===== config.mk =====
export PLATFORM = sky130hd
export DESIGN_NAME = char_jump_ctrl
export DESIGN_NICKNAME = d
export VERILOG_FILES = /design/src/rtl/char_jump_ctrl_pkg.sv /design/src/rtl/char_jump_ctrl_req_latch.sv /design/src/rtl/char_jump_ctrl.sv
export SDC_FILE = /design/constraint.sdc
export NUM_CORES = 1
export LEC_CHECK = 0
export CAP_MARGIN = 20
export CORE_MARGIN = 5
export CORE_UTILIZATION = 40
export CTS_CLUSTER_SIZE = 28
export DETAILED_ROUTE_END_ITERATION = 16
export GPL_TIMING_DRIVEN = 0
export PLACE_DENSITY = 0.67
export SYNTH_ARGS = -nofsm -noshare
export SYNTH_HDL_FRONTEND = slang
export SYNTH_SLANG_ARGS = --single-unit

===== constraint.sdc =====
create_clock -name sys_clk -period 5.04 [get_ports sys_clk]
set_input_delay 0.756 -clock sys_clk [delete_from_list [all_inputs] [get_ports sys_clk]]
set_output_delay 0.756 -clock sys_clk [all_outputs]
set_load 0.02 [all_outputs]

===== src/rtl/char_jump_ctrl_pkg.sv =====
// Shared types and widths for the character vertical-motion controller.
// Pure declarations; no timing or flow control.
package char_jump_ctrl_pkg;

    localparam int Y_W       = 9;
    localparam int VEL_W     = 6;
    localparam int SUM_W     = Y_W + 1;
    localparam int CHAR_SIZE = 16;

    typedef enum logic [1:0] {
        ST_GROUND = 2'd0,
        ST_RISE   = 2'd1,
        ST_FALL   = 2'd2,
        ST_LAND   = 2'd3
    } jump_state_t;

    function automatic logic signed [SUM_W-1:0] sext_vel(input logic signed [VEL_W-1:0] v);
        return {{(SUM_W-VEL_W){v[VEL_W-1]}}, v};
    endfunction

endpackage


===== src/rtl/char_jump_ctrl_req_latch.sv =====
// Jump button rising-edge detector whose request is held until the next frame_tick.
// Edge is seen combinationally in its own cycle; latch clears on every tick; no backpressure.
module char_jump_ctrl_req_latch (
    input  logic sys_clk,
    input  logic sys_rst_n,
    input  logic frame_tick,
    input  logic btn_jump,
    output logic req
);

    logic btn_q;
    logic held;
    logic btn_rise;

    assign btn_rise = btn_jump & ~btn_q;
    // A press landing on the tick cycle itself still counts for that tick.
    assign req      = held | btn_rise;

    always_ff @(posedge sys_clk) begin
        if (!sys_rst_n) begin
            btn_q <= 1'b0;
            held  <= 1'b0;
        end else begin
            btn_q <= btn_jump;
            if (frame_tick) begin
                held <= 1'b0;
            end else if (btn_rise) begin
                held <= 1'b1;
            end
        end
    end

endmodule


===== src/rtl/char_jump_ctrl.sv =====
// Vertical-motion FSM: launches, gravity, variable-height cut, ceiling, landing and floor clamps.
// All outputs registered, updated one cycle after a frame_tick; no backpressure.
module char_jump_ctrl
    import char_jump_ctrl_pkg::*;
#(
    parameter logic [Y_W-1:0]   START_Y    = 9'd34,
    parameter logic [Y_W-1:0]   FLOOR_Y    = 9'd200,
    parameter logic [VEL_W-1:0] JUMP_V     = 6'd6,
    parameter logic [VEL_W-1:0] SPRING_V   = 6'd10,
    parameter logic [VEL_W-1:0] GRAVITY    = 6'd1,
    parameter logic [VEL_W-1:0] MAX_FALL_V = 6'd8,
    parameter logic [3:0]       GRAV_DIV   = 4'd2,
    parameter logic [VEL_W-1:0] CUT_V      = 6'd2
) (
    input  logic                    sys_clk,
    input  logic                    sys_rst_n,
    input  logic                    frame_tick,
    input  logic                    btn_jump,
    input  logic                    spring_jump,
    input  logic                    landed,
    input  logic [Y_W-1:0]          land_Y,
    input  logic                    ceiling_hit,
    output logic [Y_W-1:0]          char_Y,
    output logic signed [VEL_W-1:0] vy,
    output logic                    airborne,
    output logic                    jump_start,
    output logic [1:0]              jump_state
);

    localparam logic signed [VEL_W-1:0] JUMP_VY   = -$signed(JUMP_V);
    localparam logic signed [VEL_W-1:0] SPRING_VY = -$signed(SPRING_V);
    localparam logic signed [VEL_W-1:0] CUT_VY    = -$signed(CUT_V);
    localparam logic signed [VEL_W-1:0] MAX_FALL  = $signed(MAX_FALL_V);

    jump_state_t state;
    logic [3:0]  grav_cnt;
    logic        req;

    logic signed [SUM_W-1:0] pos_sum;
    logic signed [VEL_W+1:0] vy_grav;
    logic signed [VEL_W-1:0] vy_air;
    logic                    grav_step;
    logic                    sum_neg;
    logic                    sum_floor;

    char_jump_ctrl_req_latch u_req_latch (
        .sys_clk    (sys_clk),
        .sys_rst_n  (sys_rst_n),
        .frame_tick (frame_tick),
        .btn_jump   (btn_jump),
        .req        (req)
    );

    assign jump_state = state;

    always_comb begin
        pos_sum   = $signed({1'b0, char_Y}) + sext_vel(vy);
        sum_neg   = pos_sum[SUM_W-1];
        sum_floor = pos_sum >= $signed({1'b0, FLOOR_Y});
        grav_step = (grav_cnt >= (GRAV_DIV - 4'd1));
        vy_grav   = {{2{vy[VEL_W-1]}}, vy} + {2'b00, GRAVITY};
        vy_air    = vy;
        if (grav_step) begin
            if (vy_grav > $signed({2'b00, MAX_FALL_V})) begin
                vy_air = MAX_FALL;
            end else begin
                vy_air = vy_grav[VEL_W-1:0];
            end
        end
        // Releasing the button while still rising fast trims the jump height.
        if (state == ST_RISE && !btn_jump && vy_air < CUT_VY) begin
            vy_air = CUT_VY;
        end
    end

    always_ff @(posedge sys_clk) begin
        if (!sys_rst_n) begin
            state      <= ST_GROUND;
            char_Y     <= START_Y;
            vy         <= '0;
            airborne   <= 1'b0;
            jump_start <= 1'b0;
            grav_cnt   <= '0;
        end else begin
            jump_start <= 1'b0;
            if (frame_tick) begin
                case (state)
                    ST_GROUND: begin
                        if (spring_jump) begin
                            state      <= ST_RISE;
                            vy         <= SPRING_VY;
                            airborne   <= 1'b1;
                            jump_start <= 1'b1;
                            grav_cnt   <= '0;
                        end else if (req) begin
                            state      <= ST_RISE;
                            vy         <= JUMP_VY;
                            airborne   <= 1'b1;
                            jump_start <= 1'b1;
                            grav_cnt   <= '0;
                        end else if (!landed) begin
                            state    <= ST_FALL;
                            vy       <= '0;
                            airborne <= 1'b1;
                        end
                    end

                    ST_RISE: begin
                        grav_cnt <= grav_step ? 4'd0 : grav_cnt + 4'd1;
                        char_Y   <= sum_neg ? '0 : pos_sum[Y_W-1:0];
                        if (ceiling_hit || sum_neg) begin
                            vy    <= '0;
                            state <= ST_FALL;
                        end else begin
                            vy <= vy_air;
                            if (!vy_air[VEL_W-1]) begin
                                state <= ST_FALL;
                            end
                        end
                    end

                    ST_FALL: begin
                        grav_cnt <= grav_step ? 4'd0 : grav_cnt + 4'd1;
                        if (landed || sum_floor) begin
                            state    <= ST_LAND;
                            char_Y   <= landed ? land_Y : FLOOR_Y;
                            vy       <= '0;
                            airborne <= 1'b0;
                        end else begin
                            char_Y <= sum_neg ? '0 : pos_sum[Y_W-1:0];
                            vy     <= sum_neg ? '0 : vy_air;
                        end
                    end

                    ST_LAND: begin
                        // A spring under the landing spot bounces straight back up.
                        if (spring_jump) begin
                            state      <= ST_RISE;
                            vy         <= SPRING_VY;
                            airborne   <= 1'b1;
                            jump_start <= 1'b1;
                            grav_cnt   <= '0;
                        end else if (landed) begin
                            state    <= ST_GROUND;
                            airborne <= 1'b0;
                        end else begin
                            state    <= ST_FALL;
                            vy       <= '0;
                            airborne <= 1'b1;
                        end
                    end

                    default: begin
                        state    <= ST_GROUND;
                        airborne <= 1'b0;
                    end
                endcase
            end
        end
    end

endmodule

==> key figures <==
Logic synthesis
  • Sequential share of the synthesized area: 0.216
  • Top cells by count, synth: 37 x nand2_1, 26 x a21oi_1, 25 x dfxtp_1
  • Ys flop type: dfxtp_1
  • Async S/R FF share, synth: 0
  • YS warnings: 0
  • Most frequent cell after synthesis: nand2_1
  • Mapped Area: 2310 µm²
  • Distinct cell type count after synthesis: a little over 60
  • Syn Nets: 350
  • Cells after synthesis: roughly 310
  • Ranking of synthesized cells by area: dfxtp_1 22%, ha_1 11%, nand2_1 6.0%
  • #FFs+latches synth: 25
  • Avg Cell Area, Syn: around 7.4 µm²
  • Number of synthesized flops with an enable pin: 0
  • Leading area contributor after synthesis: dfxtp_1
  • Synth top area share: 0.216

GRT
  • GRT overflow: 0
  • First-pass GRT wire length: 10600 µm
  • Vias in the first global route: 2238
  • Largest net degree at the start of global routing: 14
  • Initial antenna violation count: 0
  • Gr usage total: 0.174

Outcome
  • Status: completed

Floorplan
  • Die Y: 86.1 µm
  • Top-level port count: 35
  • Die ar.: 7400 µm²
  • Initial Util: 0.415
  • Die outline width: between 80 and 90 µm
  • Std cell rows: 27
  • Core area: roughly 5600 µm²

Timing
  • Final period util: 0.634
  • RSZ-0062 raised after global routing: no
  • Final Hold Vio Count: 0
  • # setup viols final: 0
  • Fmax: about 310 MHz
  • Min Tclk post-route: roughly 3.2 ns
  • Setup TNS: 0 ns
  • Slew HR: 0.608
  • Worst slew pin tran: just under 0.6 ns
  • Worst Clk Skew: between 0.01 and 0.015 ns
  • Fin. max-slew vios: 0

Drt
  • Wire length per cell: between 15 and 20 µm
  • DRT Pass-1 Iters: 4
  • Number of routed nets with antenna violations: 0
  • Via-to-Cell Ratio: about 5.8
  • Drt drc: 0
  • DR iter-0 viols: between 100 and 150
  • Vias: 2457
  • Final wirelength: ~6500 µm

Worst setup path
  • CP required: 5.26 ns
  • Critical path's largest stage delay: 0.47 ns
  • WS Path Type: register to register
  • Crit path max-delay family: compound AO/OA/AOI/OAI gates
  • Worst-path cell chain: clkbuf_1, inv_1, fa_1, nor2b_1, o31a_1, a21oi_1, o32ai_1, o21ai_2, o21ai_0, a32oi_1, a21oi_1
  • Startpoint types: register
  • Most used cell, CP: a21oi_1
  • Worst Path Buf+Inv: 2
  • Crit path arrival time: approximately 3.4 ns
  • Crit-path slowest cell: o21ai_0
  • Top fanout value on the critical path: 8
  • CP Capture Type: register

Layout
  • Util after Layout: 0.499
  • Fillers: around 550
  • Layout net count: 388
  • Area of the multi-input gates: approximately 1700 µm²
  • Register Area: roughly 500 µm²
  • Area grow syn2layout: 20.1%
  • Share of cells above drive strength 1: 0.0514
  • Post-Layout Cell Count: around 420
  • Antenna cell count: 0

Clocking
  • # clock sinks: 25
  • Maximum buffer depth of the clock tree: 2
  • Total CTS buffers: 3
  • Post-CTS resize count: 0
  • Clock transition at the registers of the reported paths: 0.10 ns
  • H-tree Lvls: 1
  • CTS Hold Bufs: 0
  • CTS tree: yes
  • CTS Root Cell: clkbuf_8
  • Postcts setup bufs: 0
  • Clock latency at the later pin of the worst-skew pair: approximately 0.28 ns

Power
  • Power per cell area: ~280 nW/µm²
  • Clock power frac: 0.159
  • Combinational share of power: 0.533
  • Sw power: between 0.3 and 0.4 mW
  • Total internal power: 0.452 mW
  • Peak supply drop: between 0.1 and 0.15 mV
  • Sequential share of power: 0.307
  • Sw Ratio: 0.425
  • Lkg Pwr: about 1.1 nW

Placed design
  • GP Congestion: between 0.9 and 1
  • Placed Cells: about 420
  • IO buf count: 33
  • HPWL Detailed: 4990 µm

Run
  • Max-Cap Viols: 0

Hold path
  • Worst hold path type: register to register
## registers in the layout (all words and copies together), names as in the netlist
| name | flops |
|---|---|
| jump_state | 2 |
| u_req_latch.btn_q | 1 |
| vy | 6 |
| u_req_latch.held | 1 |
| char_Y | 9 |
| jump_start | 1 |
| grav_cnt | 4 |
| airborne | 1 |
## worst register-to-register path: cells and delay by family (launching register included)
kind	cells	cell delay, ns
adders and majority gates	1	0.43
and+or+nand+nor	1	0.18
buffers and inverters	2	0.49
DFF	1	0.41
AOI/OAI and AO/OA	7	1.63
## placed cells by master (no fill, tap or decap), types with 5 or more instances in the layout
master,instances
o31ai_1,6
clkbuf_1,19
nand2b_1,8
a21oi_1,26
o21ai_0,20
ha_1,20
and2_1,8
dfxtp_1,25
nor2_1,23
clkdlybuf4s50_1,33
nor2b_1,6
o211ai_1,5
mux2i_1,5
nand3_1,12
nand2_1,37
a31oi_1,11
inv_1,17
## stage by stage
stage / power, mW / worst slack [ns] / cell area (µm²) / hold slack, ns
after global placement: 0.654 / 1.81 / 2730 / 0.463
final: 0.785 / 1.85 / 2780 / 0.477
after floorplan: 0.536 / 2.25 / 2310 / 0.481
after global routing: 0.843 / 1.54 / 2780 / 0.511
after CTS: 0.788 / 1.82 / 2780 / 0.483
after detailed placement: 0.659 / 1.86 / 2730 / 0.470
## final timing paths
check,from,endpoint,slack (ns),depth (start not counted)
worst min register to register,airborne$_SDFFE_PN0P_,airborne$_SDFFE_PN0P_,0.48,2
worst min-delay path,airborne$_SDFFE_PN0P_,airborne$_SDFFE_PN0P_,0.48,2
worst max register to register,vy[1]$_SDFFE_PN0P_,char_Y[4]$_SDFFE_PN0P_,1.85,11
worst max-delay path,vy[1]$_SDFFE_PN0P_,char_Y[4]$_SDFFE_PN0P_,1.85,11
## cell type report
class                   instances  share of cell area
flip-flops and latches         25               0.180
inverters                      17              0.0230
repair buffers                 33               0.119
multi-input cells             252               0.601
clock buffers                   4              0.0162
well taps                      72              0.0324
plain buffers                  19              0.0284
## metal layers
metal / GRT usage / up-vias / routed length, µm
li1: - / 1226 / -
met1: 0.235 / 1139 / 3070
met2: 0.278 / 82 / 2890
met3: 0.0355 / 10 / 477
met4: 0.0504 / 0 / 93
met5: 0 / - / 0
## kinds of logic after synthesis
logic type / after synthesis / share of synthesized area
compound gates: 108 / 0.316
xor+xnor: 3 / 0.0114
fa+ha+maj: 21 / 0.117
buf+inv: 36 / 0.0617
flops: 25 / 0.216
mux: 5 / 0.0216
simple gates: 115 / 0.256
## power groups by stage
stage               combinational [mW]  clock, mW  sequential (mW)
floorplan                        0.270          0            0.266
global placement                 0.408          0            0.246
detailed placement               0.412          0            0.247
CTS                              0.415      0.131            0.242
global route                     0.458      0.139            0.246
finish                           0.419      0.125            0.241
No activity file was read; power rests on OpenSTA's default activity.
